==> config.mk <==
export PLATFORM = sky130hd
export DESIGN_NAME = delay_timer_arbiter
export DESIGN_NICKNAME = d
export VERILOG_FILES = /design/src/rtl/delay_timer_arbiter.sv
export SDC_FILE = /design/constraint.sdc
export NUM_CORES = 1
export LEC_CHECK = 0
export CAP_MARGIN = 20
export CORE_ASPECT_RATIO = 0.8
export CORE_MARGIN = 2
export CORE_UTILIZATION = 25
export DETAILED_ROUTE_END_ITERATION = 12
export PLACE_DENSITY = 0.57
export RECOVER_POWER = 50
export SKIP_LAST_GASP = 1
export SLEW_MARGIN = 5
export SYNTH_ARGS = -nofsm -noshare
export SYNTH_HDL_FRONTEND = slang
export SYNTH_SLANG_ARGS = --single-unit
==> constraint.sdc <==
create_clock -name clock -period 2.2 [get_ports clock]
set_clock_uncertainty 0.2 [all_clocks]
set_input_delay 0.44 -clock clock [delete_from_list [all_inputs] [get_ports clock]]
set_output_delay 0.44 -clock clock [all_outputs]
set_load 0.02 [all_outputs]
==> src/rtl/delay_timer_arbiter.sv <==
// Shared delay timer: one prescaler and one down-counter time-shared between
// NUM_REQ requesters through a round-robin arbiter. All outputs are registered.
module delay_timer_arbiter #(
  parameter int TICK_DIVISOR = 50,
  parameter int TICK_SIZE    = 6,
  parameter int NUM_REQ      = 4,
  parameter int DELAY_WIDTH  = 16
) (
  input  logic                           clock,
  input  logic                           reset,
  input  logic [NUM_REQ-1:0]             request,
  input  logic [NUM_REQ*DELAY_WIDTH-1:0] delay_in,
  output logic [NUM_REQ-1:0]             grant,
  output logic [NUM_REQ-1:0]             done,
  output logic                           busy,
  output logic                           tick
);

  localparam int IDX_W = (NUM_REQ > 1) ? $clog2(NUM_REQ) : 1;

  localparam logic [1:0] IDLE  = 2'd0;
  localparam logic [1:0] COUNT = 2'd1;
  localparam logic [1:0] DONE  = 2'd2;

  localparam logic [TICK_SIZE-1:0] TICK_LAST  = TICK_SIZE'(TICK_DIVISOR - 1);
  localparam logic                 TICK_EVERY = (TICK_DIVISOR == 1);

  logic [1:0]             state;
  logic [IDX_W-1:0]       owner;
  logic [IDX_W-1:0]       last_grant;
  logic [TICK_SIZE-1:0]   prescaler;
  logic [DELAY_WIDTH-1:0] remaining;

  logic                   found;
  logic [IDX_W-1:0]       win_idx;
  logic [NUM_REQ-1:0]     win_onehot;
  logic [DELAY_WIDTH-1:0] delay_sel;
  int                     cand;
  logic [IDX_W-1:0]       cand_idx;

  // Round-robin search starting just above the previous owner
  always_comb begin
    found    = 1'b0;
    win_idx  = '0;
    cand     = 0;
    cand_idx = '0;
    for (int off = 1; off <= NUM_REQ; off++) begin
      cand     = (int'(last_grant) + off) % NUM_REQ;
      cand_idx = cand[IDX_W-1:0];
      if (!found && request[cand_idx]) begin
        found   = 1'b1;
        win_idx = cand_idx;
      end
    end
  end

  always_comb begin
    delay_sel = '0;
    for (int i = 0; i < NUM_REQ; i++) begin
      if (win_idx == IDX_W'(i)) delay_sel = delay_in[i*DELAY_WIDTH +: DELAY_WIDTH];
    end
  end

  assign win_onehot = {{(NUM_REQ-1){1'b0}}, 1'b1} << win_idx;

  always_ff @(posedge clock) begin
    if (reset) begin
      state      <= IDLE;
      owner      <= '0;
      last_grant <= IDX_W'(NUM_REQ - 1);
      prescaler  <= '0;
      remaining  <= '0;
      grant      <= '0;
      done       <= '0;
      busy       <= 1'b0;
      tick       <= 1'b0;
    end else begin
      case (state)
        IDLE: begin
          done <= '0;
          tick <= 1'b0;
          if (found) begin
            owner     <= win_idx;
            grant     <= win_onehot;
            remaining <= delay_sel;
            prescaler <= '0;
            busy      <= 1'b1;
            if (delay_sel == '0) begin
              state <= DONE;
              done  <= win_onehot;
            end else begin
              state <= COUNT;
              tick  <= TICK_EVERY;
            end
          end
        end

        COUNT: begin
          // Abort wins over a simultaneous expiry: no done pulse once the owner lets go
          if (!request[owner]) begin
            state      <= IDLE;
            grant      <= '0;
            busy       <= 1'b0;
            tick       <= 1'b0;
            prescaler  <= '0;
            last_grant <= owner;
          end else if (prescaler == TICK_LAST) begin
            prescaler <= '0;
            remaining <= remaining - 1'b1;
            if (remaining == DELAY_WIDTH'(1)) begin
              state <= DONE;
              done  <= grant;
              tick  <= 1'b0;
            end else begin
              tick  <= TICK_EVERY;
            end
          end else begin
            // tick is registered, so it is raised one cycle ahead of the terminal count
            prescaler <= prescaler + 1'b1;
            tick      <= ((prescaler + 1'b1) == TICK_LAST);
          end
        end

        DONE: begin
          state      <= IDLE;
          done       <= '0;
          grant      <= '0;
          busy       <= 1'b0;
          tick       <= 1'b0;
          last_grant <= owner;
        end

        default: begin
          state <= IDLE;
          grant <= '0;
          done  <= '0;
          busy  <= 1'b0;
          tick  <= 1'b0;
        end
      endcase
    end
  end

endmodule

==> flow_summary.toml <==
[place]
dp_hpwl_um = 6432
gp_congestion = 0.8035
place.port_buffers = 79
dp_cells = 600

[setup_path]
worst_ep_required_time_ns = 2.22
crit_path_max_incr_delay_ns = 0.34
worstReg2RegStart = "last_grant[1]$_SDFFE_PP1P_"
cp.arrival_ns = 2.76
slowest_stage = "dfxtp_2"
crit_path_end_kind = "flip-flop"
critical_path_class = "reg -> reg"
cp-start-kind = "flip-flop"
crit_chain = "a21o_1, a31oi_4, buf_12, buf_16, mux2i_1, mux2i_4, nor4_2, nand4_1, buf_6, o32a_1, nor3_2"
crit_start = "last_grant[1]$_SDFFE_PP1P_"
cp_max_fo = 6

[timing]
fin_tns_setup_ns = -4.033
setup_viol = 16
max_slew_margin_pct = 68.22
timing.hold.ws_ns = 0.2795
period_needed_ns = 2.746
finalHoldViolCount = 0
slew_viol_final = 0
fmax_mhz = 364.1
rsz0062_at_grt = "true"
worst_pin_slew_ns = 0.4731
min_period_over_period_pct = 124.8
fin_ws_ns = -0.5462

[clock_network]
clockBufferDepth = 2
clk_latency_ns = 0.28
cts_made_buffers = 5
htreeDepth = 2
clock-sinks = 38
cts_root_buf = "clkbuf_16"
cts_tree = "built"
cts_hold_buffers = 0
clkTransAtPathRegs_ns = 0.06

[detailed_routing]
wl_per_cell_um = 14.61
vias_per_cell = 4.879
drt_iter0_markers = 163
vias = 3074
firstDrtPassIters = 5
drc = 0
antenna_left = 0
finalWirelength_um = 9206

[global_route]
grt_max_degree = 32
track_usage_pct = 14.83
grt_pass1_vias = 2855
grt.overflow.total = 0
grt_first_pass_wirelength_um = 13830
antenna_found_initial = 0

[floorplanning]
dieArea_sq_um = 11550
fp-row-count = 33
num_io_pins = 80
die-height_um = 96.52
die_w_um = 119.7
start_util_pct = 25.92
design.core.area_sq_um = 10320

[synthesis]
syn-cell-area_sq_um = 2675
synth_top_area_share_pct = 28.44
synth_top_area_cell = "dfxtp_1"
syn_inst = 344
synth.area.top_cells = "dfxtp_1 (28%), mux2i_1 (19%), nor2_1 (5.8%), nand2_1 (5.1%), a21oi_1 (3.9%)"
synthArstFlopShare_pct = 0
syn_nets = 419
synth_edf_count = 0
synth_ff_type = "dfxtp_1"
ys_ff_latch = 38
yosys.cell_types.count = 47
yosysWarnings = 0
ys_seq_area_share_pct = 28.44
synth_area_per_cell_sq_um = 7.776

[final_layout]
drive_above_1_share_pct = 27.76
final_core_util_pct = 45.82
antennaDiodeCount = 0
final_nets = 565
area_growth_pct = 76.80
finalNonFillerCells = 630

[min_path]
min_from = "grant[2]$_SDFFE_PP0P_"
hp-class = "reg -> reg"

[pwr]
p_total_w = 0.002825
leakagePower_nw = 1.898
vdd_drop_max_v = 0.0002529
power_density_nw_per_um2 = 597.3

[flow_run]
drv_cap = 0

[status]
violations = "negative setup slack"
status = "complete, but fails checks"
-- per-stage QoR --
step / area (sq um) / setup slack [ns]
2_1_floorplan: 2685 / -0.2456
3_3_place_gp: 4030 / -1.106
3_5_place_dp: 4030 / -1.142
4_1_cts: 4384 / -0.4774
5_1_grt: 4730 / -0.6909
6_report: 4730 / -0.5462
-- final timing paths --
path	to	slack, ns	cells past startpoint
max reg2reg	state[1]$_SDFFE_PP0P_	-0.55	11
max	state[1]$_SDFFE_PP0P_	-0.55	11
min	grant[2]$_SDFFE_PP0P_	0.28	2
min reg2reg	grant[2]$_SDFFE_PP0P_	0.28	2
-- layer usage --
| metal | wire length (um) | share of wire [%] | global-route usage [%] | vias up |
|---|---|---|---|---|
| met5 | 0 | 0 | 0 | - |
| li1 | - | - | - | 1538 |
| met2 | 4091 | 44 | 23.24 | 121 |
| met4 | 99 | 1.1 | 3.235 | 0 |
| met1 | 4427 | 48 | 21.05 | 1406 |
| met3 | 587 | 6.4 | 3.110 | 9 |
-- cells by family (layout without fill, tap and decap cells) --
group / Yosys count / count (layout) / share of synthesized area (%)
simple gates: 135 / 135 / 24.18
compound gates: 81 / 81 / 19.18
mux: 51 / 51 / 19.55
flops: 38 / 38 / 28.44
buf+inv: 32 / 178 / 5.659
fa+ha+maj: 5 / 5 / 2.339
xor+xnor: 2 / 2 / 0.6549
-- cell usage after synthesis, types with 2 or more instances --
cell,number
mux2i_1,50
nor2_1,41
dfxtp_1,38
nand2_1,36
a21oi_1,21
clkbuf_1,17
o21ai_0,11
o21ai_1,11
nand3_1,10
nor3_1,10
inv_1,9
a211oi_1,7
a22oi_1,7
nand2b_1,7
nor4_1,7
a31oi_1,5
ha_1,5
nand3b_1,5
or2_1,4
and2_1,3
buf_6,3
o22ai_1,3
a211o_1,2
a221oi_1,2
a22o_1,2
a311oi_1,2
and3_1,2
nor2b_1,2
nor3b_1,2
o31ai_1,2
xor2_1,2
-- cell type report --
cell class	count	area, sq um
Clock buffer	7	132.6
Fill cell	1014	5593
Inverter	9	33.78
Multi-Input combinational cell	274	2023
Sequential cell	38	763.2
Tap cell	140	175.2
Timing Repair Buffer	162	1602
-- registers in the layout, indices dropped and copies added (netlist names) --
name	flops
busy	1
done	4
grant	4
last_grant	2
owner	2
prescaler	6
remaining	16
state	2
tick	1
-- cell usage in the layout, fill, tap and decap left out, types with 11 or more instances in the layout --
master / synthesis / routed
nand2_1: 36 / 33
mux2i_1: 50 / 28
buf_4: 1 / 67
clkdlybuf4s50_1: 0 / 65
mux2i_2: 0 / 15
dfxtp_1: 38 / 36
o21ai_1: 11 / 11
nor2_1: 41 / 39
a21oi_1: 21 / 19
-- power by group --
group          internal (W)  switching, W
sequential         0.000755     0.0000703
clock              0.000415      0.000274
combinational      0.000739      0.000571
-- worst max-delay path, delay by kind of cell (launching register included) --
family          cells  cell delay, ns
compound gates      3            0.67
simple gates        3            0.58
buf+inv             3            0.47
mux                 2            0.40
flops               1            0.34
-- what timing repair did --
action	4_1_cts	5_1_grt
pin swaps	20	15
setup buffers	12	8
gates cloned	3	4
endpoints found under the setup margin	32	24
gates resized for setup	26	47
Power figures use the tool's default switching activity.
